[src/rtl/accumulator_serial_rx.sv]
// Receive end of the accumulator serial readout link: turns the start-marked, MSB-first
// serial stream into parallel count words with per-word, per-frame and abort pulses.
`timescale 1ns/1ps

module accumulator_serial_rx #(
  parameter int WORD_WIDTH      = 16,
  parameter int NUM_WORDS       = 4,
  parameter int IDX_WIDTH       = 2,
  parameter int FRAME_CNT_WIDTH = 8
) (
  input  logic                       serialClk,
  input  logic                       serialReset,
  input  logic                       rxEnable,
  input  logic                       serialStart,
  input  logic                       serialIn,
  output logic [WORD_WIDTH-1:0]      wordOut,
  output logic [IDX_WIDTH-1:0]       wordIndex,
  output logic                       wordValid,
  output logic                       frameDone,
  output logic                       frameError,
  output logic [FRAME_CNT_WIDTH-1:0] frameCount,
  output logic                       busy
);

  localparam int BIT_W = (WORD_WIDTH > 2) ? $clog2(WORD_WIDTH) : 1;
  localparam logic [BIT_W-1:0]     BIT_LAST  = BIT_W'(WORD_WIDTH - 1);
  localparam logic [IDX_WIDTH-1:0] WORD_LAST = IDX_WIDTH'(NUM_WORDS - 1);

  typedef enum logic {IDLE, SHIFT} state_t;

  state_t                     state, state_next;
  logic [WORD_WIDTH-2:0]      shreg, shreg_next;
  logic [BIT_W-1:0]           bit_cnt, bit_cnt_next;
  logic [IDX_WIDTH-1:0]       word_cnt, word_cnt_next;
  logic [WORD_WIDTH-1:0]      word_next;
  logic [IDX_WIDTH-1:0]       index_next;
  logic                       valid_next, done_next, error_next;
  logic [FRAME_CNT_WIDTH-1:0] count_next;
  logic [WORD_WIDTH-1:0]      shift_word;

  // Word as it stands once the bit currently on serialIn is shifted in.
  assign shift_word = {shreg, serialIn};
  assign busy       = (state == SHIFT);

  always_ff @(posedge serialClk or posedge serialReset) begin
    if (serialReset) begin
      state      <= IDLE;
      shreg      <= '0;
      bit_cnt    <= '0;
      word_cnt   <= '0;
      wordOut    <= '0;
      wordIndex  <= '0;
      wordValid  <= 1'b0;
      frameDone  <= 1'b0;
      frameError <= 1'b0;
      frameCount <= '0;
    end else begin
      state      <= state_next;
      shreg      <= shreg_next;
      bit_cnt    <= bit_cnt_next;
      word_cnt   <= word_cnt_next;
      wordOut    <= word_next;
      wordIndex  <= index_next;
      wordValid  <= valid_next;
      frameDone  <= done_next;
      frameError <= error_next;
      frameCount <= count_next;
    end
  end

  always_comb begin
    state_next    = state;
    shreg_next    = shreg;
    bit_cnt_next  = bit_cnt;
    word_cnt_next = word_cnt;
    word_next     = wordOut;
    index_next    = wordIndex;
    valid_next    = 1'b0;
    done_next     = 1'b0;
    error_next    = 1'b0;
    count_next    = frameCount;
    unique case (state)
      IDLE: begin
        if (serialStart && rxEnable) begin
          state_next    = SHIFT;
          bit_cnt_next  = '0;
          word_cnt_next = '0;
        end
      end
      SHIFT: begin
        if (serialStart) begin
          // Premature start aborts the frame and is itself the new start bit.
          error_next    = 1'b1;
          bit_cnt_next  = '0;
          word_cnt_next = '0;
        end else begin
          shreg_next = shift_word[WORD_WIDTH-2:0];
          if (bit_cnt == BIT_LAST) begin
            word_next     = shift_word;
            index_next    = word_cnt;
            valid_next    = 1'b1;
            bit_cnt_next  = '0;
            word_cnt_next = word_cnt + IDX_WIDTH'(1);
            if (word_cnt == WORD_LAST) begin
              done_next  = 1'b1;
              count_next = frameCount + FRAME_CNT_WIDTH'(1);
              state_next = IDLE;
            end
          end else begin
            bit_cnt_next = bit_cnt + BIT_W'(1);
          end
        end
      end
      default: state_next = IDLE;
    endcase
  end

endmodule

[config.mk]
export PLATFORM = sky130hd
export DESIGN_NAME = accumulator_serial_rx
export DESIGN_NICKNAME = d
export VERILOG_FILES = /design/src/rtl/accumulator_serial_rx.sv
export SDC_FILE = /design/constraint.sdc
export NUM_CORES = 1
export LEC_CHECK = 0
export CAP_MARGIN = 30
export CORE_MARGIN = 4
export CORE_UTILIZATION = 55
export CTS_BUF_LIST = sky130_fd_sc_hd__clkbuf_8
export DETAILED_ROUTE_END_ITERATION = 10
export PLACE_DENSITY = 0.88
export SLEW_MARGIN = 20
export SYNTH_ARGS = -nofsm -noshare
export SYNTH_HDL_FRONTEND = slang
export SYNTH_SLANG_ARGS = --single-unit
[constraint.sdc]
create_clock -name serialClk -period 4.55 [get_ports serialClk]
set_input_delay 0.6825 -clock serialClk [delete_from_list [all_inputs] [get_ports serialClk]]
set_output_delay 0.6825 -clock serialClk [all_outputs]
set_load 0.01 [all_outputs]
==> flow_metrics.py <==
metrics = {
    "setup_path": {
        "cp-end-kind": "register",
        "max_stage_delay_ns": 0.54,
        "r2r_end": "wordOut[11]",
        "required_ns": 4.75,
        "ff2ff_setup_slack_ns": 2.61,
        "critical_path_class": "in -> reg",
        "worstPathArrival_ns": 2.62,
        "timing.rr.start": "busy",
        "crit_slowest_cell": "nor2_8",
        "critical_path.max_fanout": 21,
        "cp-endpoint": "wordOut[11]",
        "startpoint": "serialStart",
        "cp-start-kind": "input pin",
        "r2r_cells": 3,
        "crit_chain": "clkdlybuf4s50_1, nand2b_1, nor2_8, mux2_2",
    },
    "global_routing": {
        "grt_max_degree": 35,
        "grt_pass1_vias": 1329,
        "antenna_found_initial": 0,
        "overflow": 0,
        "grt_util_all_layers_pct": 16.2,
        "grt_pass1_wl_um": 6400,
    },
    "sta": {
        "rsz0062_at_grt": "false",
        "setup_tns_ns": 0,
        "slew_viol_final": 0,
        "max_slew.worst_pin.slew_ns": 0.737,
        "min_period_over_period_pct": 53.4,
        "fmax_ghz": 0.412,
        "fin_ws_ns": 2.12,
        "clock-skew-final_ns": 0.0135,
        "period_needed_ns": 2.43,
        "finalHoldViolCount": 0,
        "setup_viol": 0,
        "slew-limit-headroom_pct": 50.9,
        "hold_ws_ns": 0.474,
    },
    "synth": {
        "yosysMostFrequentCell": "dfrtp_1",
        "syn_area_um2": 2200,
        "syn_inst": 172,
        "yosysWarningCount": 0,
        "ys_top_cells_by_area": "dfrtp_1 58%, mux2_4 12%, nand2_1 8.2%, nor4_4 2.9%, xor2_1 2.4%",
        "ys.flop_type": "dfrtp_1",
        "synth_edf_count": 0,
        "synth_seq_cells": 51,
        "synth_top_area_share_pct": 58.1,
        "yosys.cell_types.count": 30,
        "synth_common_cells": "51 x dfrtp_1, 48 x nand2_1, 17 x mux2_4",
        "synth_top_cell_by_area": "dfrtp_1",
        "yosysSeqAreaShare_pct": 58.1,
        "syn-mean-instance-area_um2": 12.8,
        "async_reset_ff_share_pct": 100,
        "syn_nets": 180,
    },
    "floorplanning": {
        "num_rows": 22,
        "coreArea_um2": 3770,
        "die_y_um": 71.2,
        "ios": 35,
        "start_util_pct": 58.3,
        "dieArea_um2": 5070,
        "fp.dieW_um": 71.2,
    },
    "final_layout": {
        "fillers": 255,
        "antenna_cells": 0,
        "drive_gt1_share_pct": 17.8,
        "syn_to_final_growth_pct": 21.5,
        "utilization_pct": 70.8,
        "final_cell_area_um2": 2670,
        "nNetsFinal": 216,
    },
    "power_and_ir_drop": {
        "p_leak_uw": 0.00132,
        "max-vdd-ir-drop_v": 0.000235,
        "power_frac_seq_pct": 58.8,
        "p_int_uw": 658,
        "power.density_nw_per_um2": 319,
        "swShare_pct": 22.8,
        "p_sw_uw": 194,
        "p_clk_share_pct": 35.5,
        "pwr-share-comb_pct": 5.8,
    },
    "drt": {
        "dr.pass1.iters": 4,
        "num_vias": 1332,
        "drt_iter0_drc": 111,
        "viasPerCell": 5.20,
        "antenna_left": 0,
        "drt_wl_total_um": 3770,
        "wl_per_cell_um": 14.7,
        "drc": 0,
    },
    "place": {
        "numPortBuffers": 34,
        "place_congestion": 0.798,
        "placed_cell_area_um2": 2560,
        "post-dp-hpwl_um": 2650,
        "dp_slack_ns": 1.79,
    },
    "clock_tree": {
        "clkTransAtPathRegs_ns": 0.09,
        "cts_resized": 0,
        "cts_root_buffer": "clkbuf_8",
        "cts_made_buffers": 5,
        "cts_sinks": 51,
        "insertion_delay_ns": 0.30,
        "h-tree-depth": 2,
        "cts_setup_buffers": 0,
        "ctsLongestPathBuffers": 2,
        "ctsHoldBuffers": 0,
        "cts_tree": "done",
    },
    "run": {
        "max_cap_violations": 0,
    },
    "hold_path": {
        "hold_path_class": "reg -> reg",
    },
    "run_status": {
        "status": "finished, final reports clean",
    },
}
-- per-stage QoR --
step,power (µW),cells
detailed placement,560,249
finish,852,256
floorplan,537,172
global route,887,256
CTS,856,256
global placement,552,248
-- state kept, by name (all words and copies together), names as in the netlist --
register / count
wordOut: 16
shreg: 15
frameCount: 8
bit_cnt: 4
wordIndex: 2
word_cnt: 2
busy: 1
frameDone: 1
frameError: 1
wordValid: 1
-- how the worst min path moves through the flow --
stage / startpoint / to / depth (start not counted)
finish: frameCount[7] / frameCount[7] / 1
global route: frameCount[7] / frameCount[7] / 1
CTS: frameCount[7] / frameCount[7] / 1
detailed placement: frameCount[7] / frameCount[7] / 1
global placement: frameCount[7] / frameCount[7] / 1
floorplan: shreg[14] / shreg[14] / 2
-- logic make-up after synthesis --
| group | after synthesis | share of synthesized area [%] |
|---|---|---|
| fa+ha+maj | 3 | 1.71 |
| mux | 20 | 13.2 |
| simple gates | 71 | 18.2 |
| buf+inv | 11 | 3.53 |
| flops | 51 | 58.1 |
| compound gates | 9 | 2.56 |
| xor+xnor | 7 | 2.79 |
-- critical path: cells and delay by family --
kind | cells | cell delay (ns)
buffers and inverters | 1 | 0.48
multiplexers | 1 | 0.38
AND/OR/NAND/NOR | 2 | 1.06
-- cell usage in the layout (no fill, tap or decap), types with 2 or more instances in the layout --
cell	instances
clkdlybuf4s50_1	34
a22o_1	2
nor3_1	3
o21ai_0	4
nand2_1	48
nand4_1	3
nor4_4	3
mux2_4	17
nor2_1	2
dfrtp_1	51
xor2_1	6
mux2_2	3
ha_1	3
clkbuf_8	5
inv_1	3
nand3_1	4
-- metal layers --
layer / wire, µm / vias up / part of all wire, % / track usage (%)
li1: - / 641 / - / -
met1: 1850 / 655 / 49 / 22.3
met2: 1730 / 27 / 46 / 24.9
met3: 114 / 9 / 3.0 / 3.41
met4: 85 / 0 / 2.3 / 7.10
met5: 0 / - / 0 / 0
-- cell type report --
class	count	area (µm²)	share of cell area [%]
clock inverter	2	37.5	1.41
inverter	4	15.0	0.563
clock buffer	5	68.8	2.58
timing repair buffer	36	368	13.8
multi-input combinational	110	843	31.6
tap	48	60.1	2.25
sequential	51	1280	47.8
-- power by group through the flow --
| stage | Sequential (µW) | Clock [µW] | Combinational (µW) |
|---|---|---|---|
| 6_report | 501 | 302 | 49.2 |
| 3_5_place_dp | 509 | 0 | 50.6 |
| 2_1_floorplan | 502 | 0 | 35.6 |
| 4_1_cts | 500 | 305 | 50.8 |
| 5_1_grt | 505 | 326 | 56.4 |
| 3_3_place_gp | 508 | 0 | 44.6 |
(Power assumes the default switching activity.)
